[src/rtl/ir_fetch_unit_if.sv]
// Instruction memory read bus between the fetch unit (master) and memory (slave).
interface ir_fetch_unit_if #(
  parameter int unsigned DATA_W = 8,
  parameter int unsigned ADDR_W = 5
);
  logic              mem_req;
  logic [ADDR_W-1:0] mem_addr;
  logic              mem_ack;
  logic [DATA_W-1:0] mem_rdata;

  modport master (
    output mem_req,
    output mem_addr,
    input  mem_ack,
    input  mem_rdata
  );

  modport slave (
    input  mem_req,
    input  mem_addr,
    output mem_ack,
    output mem_rdata
  );
endinterface

[src/rtl/ir_fetch_unit.sv]
// Instruction fetch unit: IDLE/FETCH/EXEC sequencer owning the program counter and the
// instruction register. Optional call/return support with a link register is enabled by
// defining CALL_LINK_EN. DATA_W must be at least OPC_W + ADDR_W.
module ir_fetch_unit #(
  parameter int unsigned DATA_W = 8,
  parameter int unsigned ADDR_W = 5,
  parameter int unsigned OPC_W  = 3
) (
  input  logic                clock,
  input  logic                Reset,
  input  logic                start,
  input  logic                halt,
  ir_fetch_unit_if.master     bus,
  output logic [DATA_W-1:0]   ir_q,
  output logic [OPC_W-1:0]    opcode,
  output logic [ADDR_W-1:0]   pc_q,
  output logic                ir_valid,
  input  logic                exec_done,
  input  logic                jmp_take,
`ifdef CALL_LINK_EN
  input  logic                call_take,
  input  logic                ret_take,
  output logic [ADDR_W-1:0]   link_q,
`endif
  input  logic                operand_sel
);

  typedef enum logic [1:0] {StIdle, StFetch, StExec} state_e;

  state_e            state_q, state_d;
  logic [ADDR_W-1:0] pc_d;
  logic [DATA_W-1:0] ir_d;
  logic [ADDR_W-1:0] operand;
`ifdef CALL_LINK_EN
  logic [ADDR_W-1:0] link_d;
`endif

  assign operand = ir_q[ADDR_W-1:0];
  assign opcode  = ir_q[DATA_W-1 -: OPC_W];

  // Outputs decoded from the registered state so mem_req never glitches on inputs
  always_comb begin
    bus.mem_req  = (state_q == StFetch);
    ir_valid     = (state_q == StExec);
    bus.mem_addr = pc_q;
    if (state_q == StExec && operand_sel) begin
      bus.mem_addr = operand;
    end
  end

  // Next-state, PC, IR and link computation
  always_comb begin
    state_d = state_q;
    pc_d    = pc_q;
    ir_d    = ir_q;
`ifdef CALL_LINK_EN
    link_d  = link_q;
`endif
    unique case (state_q)
      StIdle: begin
        if (start) begin
          state_d = StFetch;
        end
      end
      StFetch: begin
        // halt is deliberately not looked at here: a started fetch always completes
        if (bus.mem_ack) begin
          ir_d    = bus.mem_rdata;
          pc_d    = pc_q + 1'b1;
          state_d = StExec;
        end
      end
      StExec: begin
        if (exec_done) begin
`ifdef CALL_LINK_EN
          if (ret_take) begin
            pc_d = link_q;
          end else if (call_take) begin
            link_d = pc_q;
            pc_d   = operand;
          end else if (jmp_take) begin
            pc_d = operand;
          end
`else
          if (jmp_take) begin
            pc_d = operand;
          end
`endif
          state_d = halt ? StIdle : StFetch;
        end
      end
      default: state_d = StIdle;
    endcase
  end

  // State registers; synchronous reset wins over any concurrent ack or exec_done
  always_ff @(posedge clock) begin
    if (Reset) begin
      state_q <= StIdle;
      pc_q    <= '0;
      ir_q    <= '0;
`ifdef CALL_LINK_EN
      link_q  <= '0;
`endif
    end else begin
      state_q <= state_d;
      pc_q    <= pc_d;
      ir_q    <= ir_d;
`ifdef CALL_LINK_EN
      link_q  <= link_d;
`endif
    end
  end

endmodule

[src/flat_wrapper.sv]
// flat-port wrapper written by rule: the top's interface ports become plain ports
module ir_fetch_unit_flat 
#(
  parameter int unsigned DATA_W = 8,
  parameter int unsigned ADDR_W = 5,
  parameter int unsigned OPC_W  = 3
)
  (clock, Reset, start, halt, ir_q, opcode, pc_q, ir_valid, exec_done, jmp_take, operand_sel, bus_mem_req, bus_mem_addr, bus_mem_ack, bus_mem_rdata);
  ir_fetch_unit_if #(.DATA_W(DATA_W), .ADDR_W(ADDR_W)) bus_i ();
  input  logic clock;
  input  logic Reset;
  input  logic start;
  input  logic halt;
  output logic [DATA_W-1:0] ir_q;
  output logic [OPC_W-1:0] opcode;
  output logic [ADDR_W-1:0] pc_q;
  output logic ir_valid;
  input  logic exec_done;
  input  logic jmp_take;
  input  logic operand_sel;
  output wire logic [$bits(bus_i.mem_req)-1:0] bus_mem_req;
  output wire logic [$bits(bus_i.mem_addr)-1:0] bus_mem_addr;
  input wire logic [$bits(bus_i.mem_ack)-1:0] bus_mem_ack;
  input wire logic [$bits(bus_i.mem_rdata)-1:0] bus_mem_rdata;
  assign bus_mem_req = bus_i.mem_req;
  assign bus_mem_addr = bus_i.mem_addr;
  assign bus_i.mem_ack = bus_mem_ack;
  assign bus_i.mem_rdata = bus_mem_rdata;
  ir_fetch_unit #(.DATA_W(DATA_W), .ADDR_W(ADDR_W), .OPC_W(OPC_W)) u_core (.clock(clock), .Reset(Reset), .start(start), .halt(halt), .bus(bus_i), .ir_q(ir_q), .opcode(opcode), .pc_q(pc_q), .ir_valid(ir_valid), .exec_done(exec_done), .jmp_take(jmp_take), .operand_sel(operand_sel));
endmodule
[config.mk]
export PLATFORM = sky130hd
export DESIGN_NAME = ir_fetch_unit_flat
export DESIGN_NICKNAME = d
export VERILOG_FILES = /design/src/rtl/ir_fetch_unit_if.sv /design/src/rtl/ir_fetch_unit.sv /design/src/flat_wrapper.sv
export SDC_FILE = /design/constraint.sdc
export NUM_CORES = 1
export LEC_CHECK = 0
export CORE_MARGIN = 2
export CORE_UTILIZATION = 39
export DETAILED_ROUTE_END_ITERATION = 7
export PLACE_DENSITY = 0.88
export SYNTH_ARGS = -nofsm -noshare
export SYNTH_HDL_FRONTEND = slang
export SYNTH_SLANG_ARGS = --single-unit
[constraint.sdc]
create_clock -name clock -period 1.55 [get_ports clock]
set_input_delay 0.2325 -clock clock [delete_from_list [all_inputs] [get_ports clock]]
set_output_delay 0.2325 -clock clock [all_outputs]
set_load 0.005 [all_outputs]
==> flow_metrics.env <==
export IMPL_crit_arrival_ps=1460
export IMPL_initial_core_util_pct=40.9
export IMPL_synth_ff_latch_count=15
export IMPL_fin_cells=169
export IMPL_die_h_um=48.9
export IMPL_stdcell_area_um2=1320
export IMPL_maxClockFrequency_mhz=593
export IMPL_clock_latency_ps=280
export IMPL_dp_cells=161
export IMPL_via_count=905
export IMPL_grt_pass1_vias=903
export IMPL_worstMarginPinSlew_ps=345
export IMPL_root_buffer="clkbuf_4"
export IMPL_maxSlewViolCount=0
export IMPL_path_max_fanout=5
export IMPL_cts_buffer_depth=2
export IMPL_fillCellCount=160
export IMPL_drive_above_1_share_pct=21.8
export IMPL_final_nets=160
export IMPL_synthesis_area_um2=786
export IMPL_yosysTopAreaCell="dfxtp_1"
export IMPL_cts_sinks=15
export IMPL_hold_buffers=0
export IMPL_wl_per_cell_um=14.2
export IMPL_drtAntennaViolNets=0
export IMPL_peakVddDrop_v=0.000454
export IMPL_ys_warn_count=0
export IMPL_synth_common_cells="nand2_1, dfxtp_1, a21oi_1"
export IMPL_numCtsBuffers=3
export IMPL_slew_headroom_pct=77.0
export IMPL_ys_types=30
export IMPL_place_ws_ps=-341
export IMPL_cp_cell_sequence="nand2b_4, inv_4, nand2_4, mux2_2, clkdlybuf4s15_1"
export IMPL_outcome="finished, violations left"
export IMPL_synth_edf_count=0
export IMPL_grt_usage_pct=20.0
export IMPL_io_pins=39
export IMPL_rsz0062_at_grt="true"
export IMPL_placementRows=16
export IMPL_grt_overflow=0
export IMPL_synth_cells=94
export IMPL_grt_max_degree=11
export IMPL_synth_area_top_cells="dfxtp_1, nand2_1, mux2_2, a21oi_1, nand2b_1"
export IMPL_violations="setup timing"
export IMPL_dieWidth_um=48.9
export IMPL_cts_tree="done"
export IMPL_synth_top_area_share_pct=38.2
export IMPL_cts_clk_slew_worst_paths_ps=90
export IMPL_via_per_inst=5.36
export IMPL_crit_path_end_kind="primary output"
export IMPL_die_area_um2=2390
export IMPL_finalCriticalPeriod_ps=1690
export IMPL_finClkSkew_ps=0.288
export IMPL_async_flop_share_pct=0
export IMPL_first_pass_iters=4
export IMPL_holdCritPathClass="in2reg"
export IMPL_finalHoldViolCount=0
export IMPL_path_class="reg2out"
export IMPL_powerDensity_nw_per_um2=630
export IMPL_area_delta_synth_final_pct=67.4
export IMPL_ys_seq_area_share_pct=38.2
export IMPL_htreeDepth=1
export IMPL_worst_endpoint_required_ps=1320
export IMPL_gp_congestion=0.888
export IMPL_total_power_mw=0.828
export IMPL_setup_violations=5
export IMPL_dp_hpwl_um=1740
export IMPL_diodes=0
export IMPL_maxCapViolations=0
export IMPL_syn_nets=111
export IMPL_yosysMostFrequentCell="nand2_1"
export IMPL_critPathLaunchType="flop"
export IMPL_synth_ff_type="dfxtp_1"
export IMPL_cp_slowest_cell="dfxtp_2"
export IMPL_grt_pass1_wl_um=3860
export IMPL_numPortBuffers=38
export IMPL_drt_initial_drc_count=35
export IMPL_synth_avg_cell_area_um2=8.36
export IMPL_wirelength_um=2400
export IMPL_setup_slack_ps=-138
export IMPL_p_leak_nw=0.532
export IMPL_drcViolationCount=0
export IMPL_post_route_period_util_pct=109
export IMPL_core_um2=1920
export IMPL_dpl_cell_area_um2=1230
export IMPL_cpPeakStageDelay_ps=350
export IMPL_antenna_found_initial=0
[layout make-up]
type / count / area [um2] / area share [%]
multi-input combinational: 71 / 464 / 35.3
inverter: 1 / 6.26 / 0.476
clock buffer: 3 / 22.5 / 1.71
timing repair buffer: 51 / 480 / 36.5
sequential: 15 / 303 / 23.0
tap: 27 / 33.8 / 2.57
clock inverter: 1 / 5.00 / 0.381
[logic make-up after synthesis]
| group | after synthesis | share of synthesized area (%) |
|---|---|---|
| buffers and inverters | 8 | 5.57 |
| adders and majority gates | 1 | 1.59 |
| AOI/OAI and AO/OA | 22 | 18.6 |
| muxes | 6 | 8.44 |
| and+or+nand+nor | 42 | 27.5 |
| DFF | 15 | 38.2 |
[what timing repair did]
action | in CTS | in global routing
cloned | 0 | 0
setup endpoints to repair | 7 | 5
gates resized for setup | 27 | 3
pin swaps | 1 | 0
endpoints found under the hold margin | 0 | 0
buffers inserted | 3 | 1
[per-layer routing]
layer  track usage [%]  vias up  wire, um  share of wire, %
met1              23.4      434       969                40
met5                 0        -         0                 0
met3              4.29        0       150               6.3
met4              7.62        0         0                 0
li1                  -      428         -                 -
met2              35.6       43      1280                53
[layout by cell type (no fill, tap or decap), types with 2 or more instances in the layout]
cell type	Yosys	layout
clkdlybuf4s50_1	0	31
nand2_1	20	19
dfxtp_1	15	13
buf_4	3	11
a21oi_1	9	9
nand3_1	4	4
nand2b_1	4	4
buf_6	0	4
mux2_2	5	3
nand3b_1	3	3
clkbuf_4	0	3
mux2_4	0	2
nor2_1	2	2
o32ai_1	2	2
a21o_1	2	2
o211ai_1	2	2
or3_1	2	2
a31oi_1	2	2
clkdlybuf4s15_1	0	2
dlygate4sd2_1	0	2
dfxtp_2	0	2
[final timing paths]
kind | cells after the start | start | to | slack (ps)
setup / recovery | 5 | u_core.state_q[0] | bus_mem_addr[0] | -140
hold reg to reg | 2 | u_core.ir_q[5] | u_core.ir_q[5] | 490
setup reg to reg | 5 | u_core.state_q[1] | u_core.pc_q[3] | 140
hold / removal | 3 | bus_mem_rdata[2] | u_core.ir_q[2] | 490
[critical path: cells and delay by family, from the launching register on]
family	cells	cell delay [ps]
DFF	1	350
muxes	1	340
buffers and inverters	2	240
and+or+nand+nor	2	240
[report_power, final]
part           internal (mW)  total [mW]  switching (mW)
clock network         0.0958       0.228           0.133
registers              0.401       0.417          0.0159
logic                  0.113       0.183          0.0703
[flip-flops by register name, summed over array words and instances (netlist names)]
signal          count
u_core.pc_q         5
u_core.ir_q         8
u_core.state_q      2
[through the flow]
| stage | hold slack, ps | util, % | TNS, ps |
|---|---|---|---|
| 6_report | 493 | 68.4 | -579 |
| 5_1_grt | 483 | 68.4 | -846 |
| 4_1_cts | 486 | 67.9 | -512 |
| 3_5_place_dp | 481 | 63.9 | -1730 |
| 3_3_place_gp | 458 | 63.9 | -1580 |
| 2_1_floorplan | 368 | - | 0 |
Power figures use the tool's default switching activity.
